--- src/rtl/bit_cldiv_pkg.sv ---
// Shared types and helpers for the carry-less divide unit.
// Holds the handshake structs, the register record and its reset value,
// the state encoding and the leading-one helper used to find deg(b).
package bit_cldiv_pkg;

  localparam int unsigned CLDIV_XLEN  = 32;
  localparam int unsigned CLDIV_CNT_W = $clog2(CLDIV_XLEN);

  typedef enum logic [1:0] {
    IDLE = 2'd0,
    CALC = 2'd1,
    DONE = 2'd2
  } bit_cldiv_state_e;

  // Bit-manipulation op flags for the divide path.
  typedef struct packed {
    logic bit_cldiv;
    logic bit_clrem;
  } bit_op_type;

  typedef struct packed {
    logic                  enable;
    bit_op_type            op;
    logic [CLDIV_XLEN-1:0] rdata1;
    logic [CLDIV_XLEN-1:0] rdata2;
  } bit_cldiv_in_type;

  typedef struct packed {
    logic [CLDIV_XLEN-1:0] result;
    logic                  ready;
  } bit_cldiv_out_type;

  typedef struct packed {
    bit_cldiv_state_e       state;
    logic [CLDIV_CNT_W-1:0] counter;
    logic [CLDIV_CNT_W-1:0] deg;
    bit_op_type             op;
    logic [CLDIV_XLEN-1:0]  a;
    logic [CLDIV_XLEN-1:0]  b;
    logic [CLDIV_XLEN-1:0]  quotient;
    logic [CLDIV_XLEN-1:0]  remainder;
    logic [CLDIV_XLEN-1:0]  result;
    logic                   ready;
  } bit_cldiv_reg_type;

  localparam bit_cldiv_reg_type init_bit_cldiv_reg = '{
    state:     IDLE,
    counter:   '0,
    deg:       '0,
    op:        '0,
    a:         '0,
    b:         '0,
    quotient:  '0,
    remainder: '0,
    result:    '0,
    ready:     1'b0
  };

  // Index of the most significant set bit; 0 for a zero input.
  function automatic logic [CLDIV_CNT_W-1:0] lead_one(input logic [CLDIV_XLEN-1:0] v);
    lead_one = '0;
    for (int unsigned i = 0; i < CLDIV_XLEN; i++) begin
      if (v[i]) lead_one = CLDIV_CNT_W'(i);
    end
  endfunction

endpackage

--- src/rtl/bit_cldiv.sv ---
// Iterative carry-less (GF(2) polynomial) divider, one dividend bit per
// cycle, MSB first. Returns quotient (op_div) or remainder (op_rem) of
// rdata1 / rdata2.
//   clock   : rising-edge clock
//   reset   : synchronous, active-low
//   enable  : start request, only honoured in IDLE
//   op_div  : request quotient (wins if both op bits set)
//   op_rem  : request remainder
//   rdata1  : dividend a
//   rdata2  : divisor b (b==0 yields quotient 0, remainder a)
//   result  : result of the last completed operation, held until the next
//   ready   : one-cycle completion pulse, coincident with the DONE state
module bit_cldiv
  import bit_cldiv_pkg::*;
#(
  // Internal record widths come from CLDIV_XLEN; keep the two equal.
  parameter int unsigned XLEN = CLDIV_XLEN
) (
  input  logic            clock,
  input  logic            reset,
  input  logic            enable,
  input  logic            op_div,
  input  logic            op_rem,
  input  logic [XLEN-1:0] rdata1,
  input  logic [XLEN-1:0] rdata2,
  output logic [XLEN-1:0] result,
  output logic            ready
);

  bit_cldiv_in_type  in_s;
  bit_cldiv_out_type out_s;
  bit_cldiv_reg_type r_q, r_d;

  logic [XLEN-1:0] step_rem;
  logic [XLEN-1:0] step_quo;

  assign in_s.enable       = enable;
  assign in_s.op.bit_cldiv = op_div;
  assign in_s.op.bit_clrem = op_rem;
  assign in_s.rdata1       = rdata1;
  assign in_s.rdata2       = rdata2;

  always_comb begin
    r_d      = r_q;
    r_d.ready = 1'b0;
    step_rem = '0;
    step_quo = '0;

    unique case (r_q.state)
      IDLE: begin
        if (in_s.enable && (in_s.op.bit_cldiv || in_s.op.bit_clrem)) begin
          r_d.op.bit_cldiv = in_s.op.bit_cldiv;
          r_d.op.bit_clrem = ~in_s.op.bit_cldiv;
          r_d.a            = in_s.rdata1;
          r_d.b            = in_s.rdata2;
          r_d.deg          = lead_one(in_s.rdata2);
          r_d.counter      = CLDIV_CNT_W'(CLDIV_XLEN - 1);
          r_d.quotient     = '0;
          r_d.remainder    = '0;
          if (in_s.rdata2 == '0) begin
            // Divide by zero: skip iteration, remainder is the dividend.
            r_d.state     = DONE;
            r_d.remainder = in_s.rdata1;
            r_d.ready     = 1'b1;
            r_d.result    = in_s.op.bit_cldiv ? '0 : in_s.rdata1;
          end else begin
            r_d.state = CALC;
          end
        end
      end

      CALC: begin
        // Shift in the next dividend bit; deg(rem) < d beforehand, so
        // bit d is the only bit that can need cancelling by b.
        step_rem = {r_q.remainder[XLEN-2:0], r_q.a[r_q.counter]};
        step_quo = r_q.quotient;
        if (step_rem[r_q.deg]) begin
          step_rem             = step_rem ^ r_q.b;
          step_quo[r_q.counter] = 1'b1;
        end
        r_d.remainder = step_rem;
        r_d.quotient  = step_quo;
        if (r_q.counter == '0) begin
          // ready/result register on entry to DONE so they are visible
          // during the DONE cycle itself.
          r_d.state  = DONE;
          r_d.ready  = 1'b1;
          r_d.result = r_q.op.bit_cldiv ? step_quo :
                       (r_q.op.bit_clrem ? step_rem : '0);
        end else begin
          r_d.counter = r_q.counter - 1'b1;
        end
      end

      DONE: begin
        r_d.state = IDLE;
      end

      default: begin
        r_d.state = IDLE;
      end
    endcase
  end

  always_ff @(posedge clock) begin
    if (!reset) begin
      r_q <= init_bit_cldiv_reg;
    end else begin
      r_q <= r_d;
    end
  end

  assign out_s.result = r_q.result;
  assign out_s.ready  = r_q.ready;
  assign result       = out_s.result;
  assign ready        = out_s.ready;

endmodule

--- config.mk ---
export PLATFORM = sky130hd
export DESIGN_NAME = bit_cldiv
export DESIGN_NICKNAME = d
export VERILOG_FILES = /design/src/rtl/bit_cldiv_pkg.sv /design/src/rtl/bit_cldiv.sv
export SDC_FILE = /design/constraint.sdc
export NUM_CORES = 1
export LEC_CHECK = 0
export CELL_PAD_IN_SITES_DETAIL_PLACEMENT = 1
export CELL_PAD_IN_SITES_GLOBAL_PLACEMENT = 1
export CORE_UTILIZATION = 45
export DETAILED_ROUTE_END_ITERATION = 8
export PLACE_DENSITY_LB_ADDON = 0.15
export SYNTH_ARGS = -nofsm -noshare
export SYNTH_HDL_FRONTEND = slang
export SYNTH_SLANG_ARGS = --single-unit
export TNS_END_PERCENT = 5
--- constraint.sdc ---
create_clock -name clock -period 5.2 [get_ports clock]
set_clock_uncertainty 0.2 [all_clocks]
set_input_delay 0.52 -clock clock [delete_from_list [all_inputs] [get_ports clock]]
set_output_delay 0.52 -clock clock [all_outputs]
set_load 0.01 [all_outputs]
### Word level (Yosys, flattened, before mapping)

Cells that the tools add are included.

* output and inout bits: 33
* word-level logic and storage cells: 86
* flip-flop bits (word level): 174

* magnitude comparators: 3
* multiplexer cells: 51
* equal/unequal tests: 5
* bitwise gates (word level): 3
* add/sub/neg operators: 1
* reduce and logical (&&, ||, !) cells: 12

Operator list (number)
* $pmux W97 S2: 1
* $mux W175: 1
* $mux W32: 5
* $mux W5: 31
* $mux W65: 1
* $mux W33: 1
* $logic_not A32 Y1: 1
* $or A32 B32 Y32: 1
* $xor A32 B32 Y32: 1
* $lt A5 B6 Y1 const B: 2
* $bmux W1 S5: 2
* $pmux W5 S2: 1
* $ne A2 B2 Y1 const B: 4
* $reduce_and A2 Y1: 3
* $demux W1 S5: 1
* $ge A5 B1 Y1 const B: 1
* $logic_not A5 Y1: 1
* $sub A5 B1 Y5 const B: 1
* $mux W1: 4
* $mux W2: 2
* $pmux W2 S2: 1
* $reduce_and A4 Y1: 1
* $reduce_and A3 Y1: 1
* $eq A2 B1 Y1 const B: 1
* other kinds (5): 6

### Depth between registers and ports, before layout

* depth after elaboration: 33
* gate-level depth with buffers: 12

### Least setup slack after synthesis

No wires, ideal clock.

* path kind: input to register
* start point: input rdata2[12]
* end point: register r_q (netlist bit result[9])
* required time: 4.881 ns
* slack: 2.227 ns
* stages: 8
* buffers on the path: 1
* data arrival time: 2.654 ns
* library setup time: 0.119 ns
* path through: or4_1 -> or3b_1 -> nor4_4 -> nor2_1 -> clkbuf_1 -> a221oi_1 -> nand3_1 -> o221a_1

* cells in the longest elaborated chain, start to end: 3

Ends and longest elaborated chain
* from (decl): RTL line bit_cldiv.sv:25 `input logic [XLEN-1:0] rdata2,`
* $logic_not A32 Y1: RTL line bit_cldiv.sv:60 `if (in_s.rdata2 == '0) begin`
* $ne A2 B2 Y1 (no line)
* $reduce_and A4 Y1 (no line)
* to (signal assigned): RTL line bit_cldiv.sv:107 `r_q <= init_bit_cldiv_reg;`
* to (signal assigned): RTL line bit_cldiv.sv:109 `r_q <= r_d;`
* to (decl): RTL line bit_cldiv.sv:32 `bit_cldiv_reg_type r_q, r_d;`

No other way between the ends.
A chain may end at the register's enable or synchronous reset.

### Worst setup path after layout

* start point: register r_q[163] in the netlist's numbering
* end point: register r_q[67] in the netlist's numbering

* cells in the longest elaborated chain, start to end: 4

Ends and longest elaborated chain
* $bmux W1 S5: RTL line bit_cldiv.sv:77 `if (step_rem[r_q.deg]) begin`
* $mux W1 (implied by the code): RTL line bit_cldiv.sv:77
* $mux W32: RTL line bit_cldiv.sv:77
* $pmux W97 S2: RTL line bit_cldiv.sv:49 `unique case (r_q.state)`

No other way between the ends. The select of a mux whose other input is x is not followed.

==> impl_metrics.py <==
metrics = {
    "setup_path": {
        "cpPeakStageDelay_ns": 0.79,
        "startpoint": "r_q[163]",
        "end_kind": "register",
        "worstSetupPathType": "register to register",
        "critPathLaunchType": "register",
        "critPathMaxFanout": 29,
        "crit_slowest_cell": "dfxtp_1",
        "worstPathArrival_ns": 4.02,
        "crit_required_ns": 5.30,
        "cp_cell_sequence": "mux4_2 > a22o_1 > or4_4 > and3_2 > buf_12 > a32oi_1 > nor2_1",
        "r2r_start": "r_q[163]",
    },
    "die": {
        "core_sq_mm": 0.0210,
        "die_w_microns": 148,
        "num_io_pins": 102,
        "dieArea_sq_mm": 0.0220,
        "die_y_microns": 148,
        "fp-row-count": 53,
        "initial_core_util": 0.458,
    },
    "outcome": {
        "status": "finished clean",
    },
    "synth": {
        "synth_top_cells_by_area": "dfxtp_1 36%, nand2_1 7.3%, a21oi_1 4.6%",
        "yosysMostFrequentCell": "nand2_1",
        "avgSynthCellArea_sq_um": 7.95,
        "syn_inst": 1210,
        "synth_cell_type_count": 72,
        "syn_nets": 1283,
        "synth_seq_cells": 174,
        "ys.flop_type": "dfxtp_1",
        "synth_top_area_share": 0.362,
        "ys_warn_count": 0,
        "synth_area_sq_mm": 0.00962,
        "synth_common_cells": "188 x nand2_1, 174 x dfxtp_1, 89 x clkbuf_1",
        "synth_top_area_cell": "dfxtp_1",
        "async_reset_ff_frac": 0,
        "ys_seq_area_frac": 0.362,
        "synth-edff-count": 0,
    },
    "detailed_routing": {
        "wl_per_cell_microns": 24.9,
        "via_per_inst": 6.63,
        "vias": 9885,
        "ant_nets": 0,
        "finalWirelength_microns": 37200,
        "drc": 0,
        "dr.first_iter.drc_count": 921,
        "dr.pass1.iters": 6,
    },
    "cts": {
        "clockBufferDepth": 2,
        "cts_tree": "yes",
        "clk_pin_slew_ns": 0.07,
        "numCtsBuffers": 17,
        "cts_hold_buf": 0,
        "clk_latency_ns": 0.44,
        "cts_htree_levels": 4,
        "post_cts_buffers": 0,
        "clock-root-buffer": "clkbuf_16",
        "clock_sinks": 174,
        "post_cts_resize_count": 0,
    },
    "power_and_ir_drop": {
        "switching_share": 0.329,
        "comb_power_share": 0.211,
        "p_leak_nw": 3.64,
        "seq_power_share": 0.413,
        "clkPwrFrac": 0.375,
        "cellPowerDensity_mw_per_mm2": 332,
        "ir_worst_vdd_v": 0.000203,
        "intPower_mw": 2.47,
        "switchingPower_mw": 1.21,
    },
    "sta": {
        "fin_crit_sh": 0.754,
        "setup_viol": 0,
        "final_hold_viol_count": 0,
        "whs_ns": 0.255,
        "worst_pin_slew_ns": 1.11,
        "rsz0062_at_grt": "no",
        "fmax_mhz": 255,
        "slew_headroom": 0.260,
        "tns_ns": 0,
        "final_max_slew_viol_count": 0,
        "period_needed_ns": 3.92,
    },
    "job": {
        "drv_cap": 0,
    },
    "global_routing": {
        "grt_pass1_wl_microns": 56900,
        "grt_max_degree": 80,
        "grt_usage": 0.343,
        "antenna_found_initial": 1,
        "grt_pass1_vias": 9541,
        "gr-total-overflow": 0,
    },
    "place": {
        "place_area_sq_mm": 0.0105,
        "io_buffers": 101,
        "dp_hpwl_microns": 26000,
        "placedCellCount": 1460,
        "place.gp.congestion": 0.918,
    },
    "layout": {
        "final_layout_size_suffix_gt1_frac": 0.0807,
        "nets": 1277,
        "postLayoutCellArea_sq_mm": 0.0111,
        "area_growth_pct": 15.1,
        "finalNonFillerCells": 1490,
        "antenna_cells": 0,
    },
    "min_path": {
        "min-delay-start": "r_q[124]",
        "hold_path_class": "register to register",
    },
}
placed cells by master (no fill, tap or decap), types with 5 or more instances in the layout:
cell type / n
inv_6: 6
nor3_1: 8
o22ai_1: 8
mux4_2: 9
nand4b_1: 5
or3b_2: 14
a22oi_1: 15
and3_1: 18
o21ai_0: 58
clkbuf_16: 17
nand2b_1: 13
nor2b_1: 5
a211oi_1: 17
nand4_1: 25
a21oi_1: 88
dfxtp_1: 174
a31oi_1: 29
nor4_1: 10
and2_1: 17
nand3b_1: 14
or4_1: 19
inv_1: 16
nand2_1: 188
buf_4: 22
nand3_1: 34
a32oi_1: 18
clkdlybuf4s50_1: 100
nor2_1: 71
o211ai_1: 13
a221oi_1: 39
mux2i_1: 14
nor3b_1: 28
a22o_1: 22
o311ai_1: 11
power groups by stage:
stage	logic, mW	registers, mW	clock network [mW]
final	0.778	1.52	1.38
after global placement	0.744	1.54	0
after floorplan	0.516	1.48	0
after CTS	0.764	1.52	1.39
after detailed placement	0.758	1.55	0
after global routing	0.828	1.53	1.44
per-stage QoR:
stage	util	setup WS [ns]	total power, mW
after floorplan	-	2.23	2.00
after global placement	0.498	1.05	2.29
after detailed placement	0.498	0.956	2.30
after CTS	0.527	1.41	3.67
after global routing	0.527	1.15	3.80
final	0.527	1.28	3.68
registers in the layout, indices dropped and copies added, names as in the netlist:
signal  cells
ready       1
r_q       141
result     32
path summary, 6_finish.rpt:
check                           slack (ns)  cells past startpoint       end
worst min-delay path                  0.26                      2  r_q[124]
worst max-delay path                  1.28                      7   r_q[67]
worst max register to register        1.28                      7   r_q[67]
worst min register to register        0.26                      2  r_q[124]
critical path: cells and delay by family (launching register included):
family                 cells  cell delay, ns
AOI/OAI and AO/OA          2            0.56
buffers and inverters      1            0.26
DFF                        1            0.79
muxes                      1            0.60
and+or+nand+nor            3            1.33
routing by layer:
metal | vias up | routed length, microns | GRT usage
met4 | 0 | 989 | 0.118
li1 | 4429 | - | -
met1 | 4946 | 16500 | 0.481
met3 | 67 | 3190 | 0.0641
met2 | 443 | 16500 | 0.524
met5 | - | 0 | 0
final cells by class:
class | instances | area [sq um]
flip-flops and latches | 174 | 3480
fillers | 2515 | 9940
inverters | 17 | 65.1
clock inverters | 12 | 174
clock buffers | 18 | 439
well taps | 275 | 344
multi-input cells | 870 | 5380
repair buffers | 124 | 1190
cell families (layout without fill, tap and decap cells):
| kind of cell | after synthesis | in the layout | share of synthesized area |
|---|---|---|---|
| buffers and inverters | 166 | 171 | 0.0815 |
| XOR/XNOR | 2 | 2 | 0.00182 |
| AND/OR/NAND/NOR | 486 | 486 | 0.260 |
| flip-flops | 174 | 174 | 0.362 |
| AO/OA/AOI/OAI | 353 | 353 | 0.250 |
| adder cells (fa/ha/maj) | 4 | 4 | 0.00520 |
| multiplexers | 25 | 25 | 0.0391 |
Note: power is estimated with default switching activity, not from simulation.
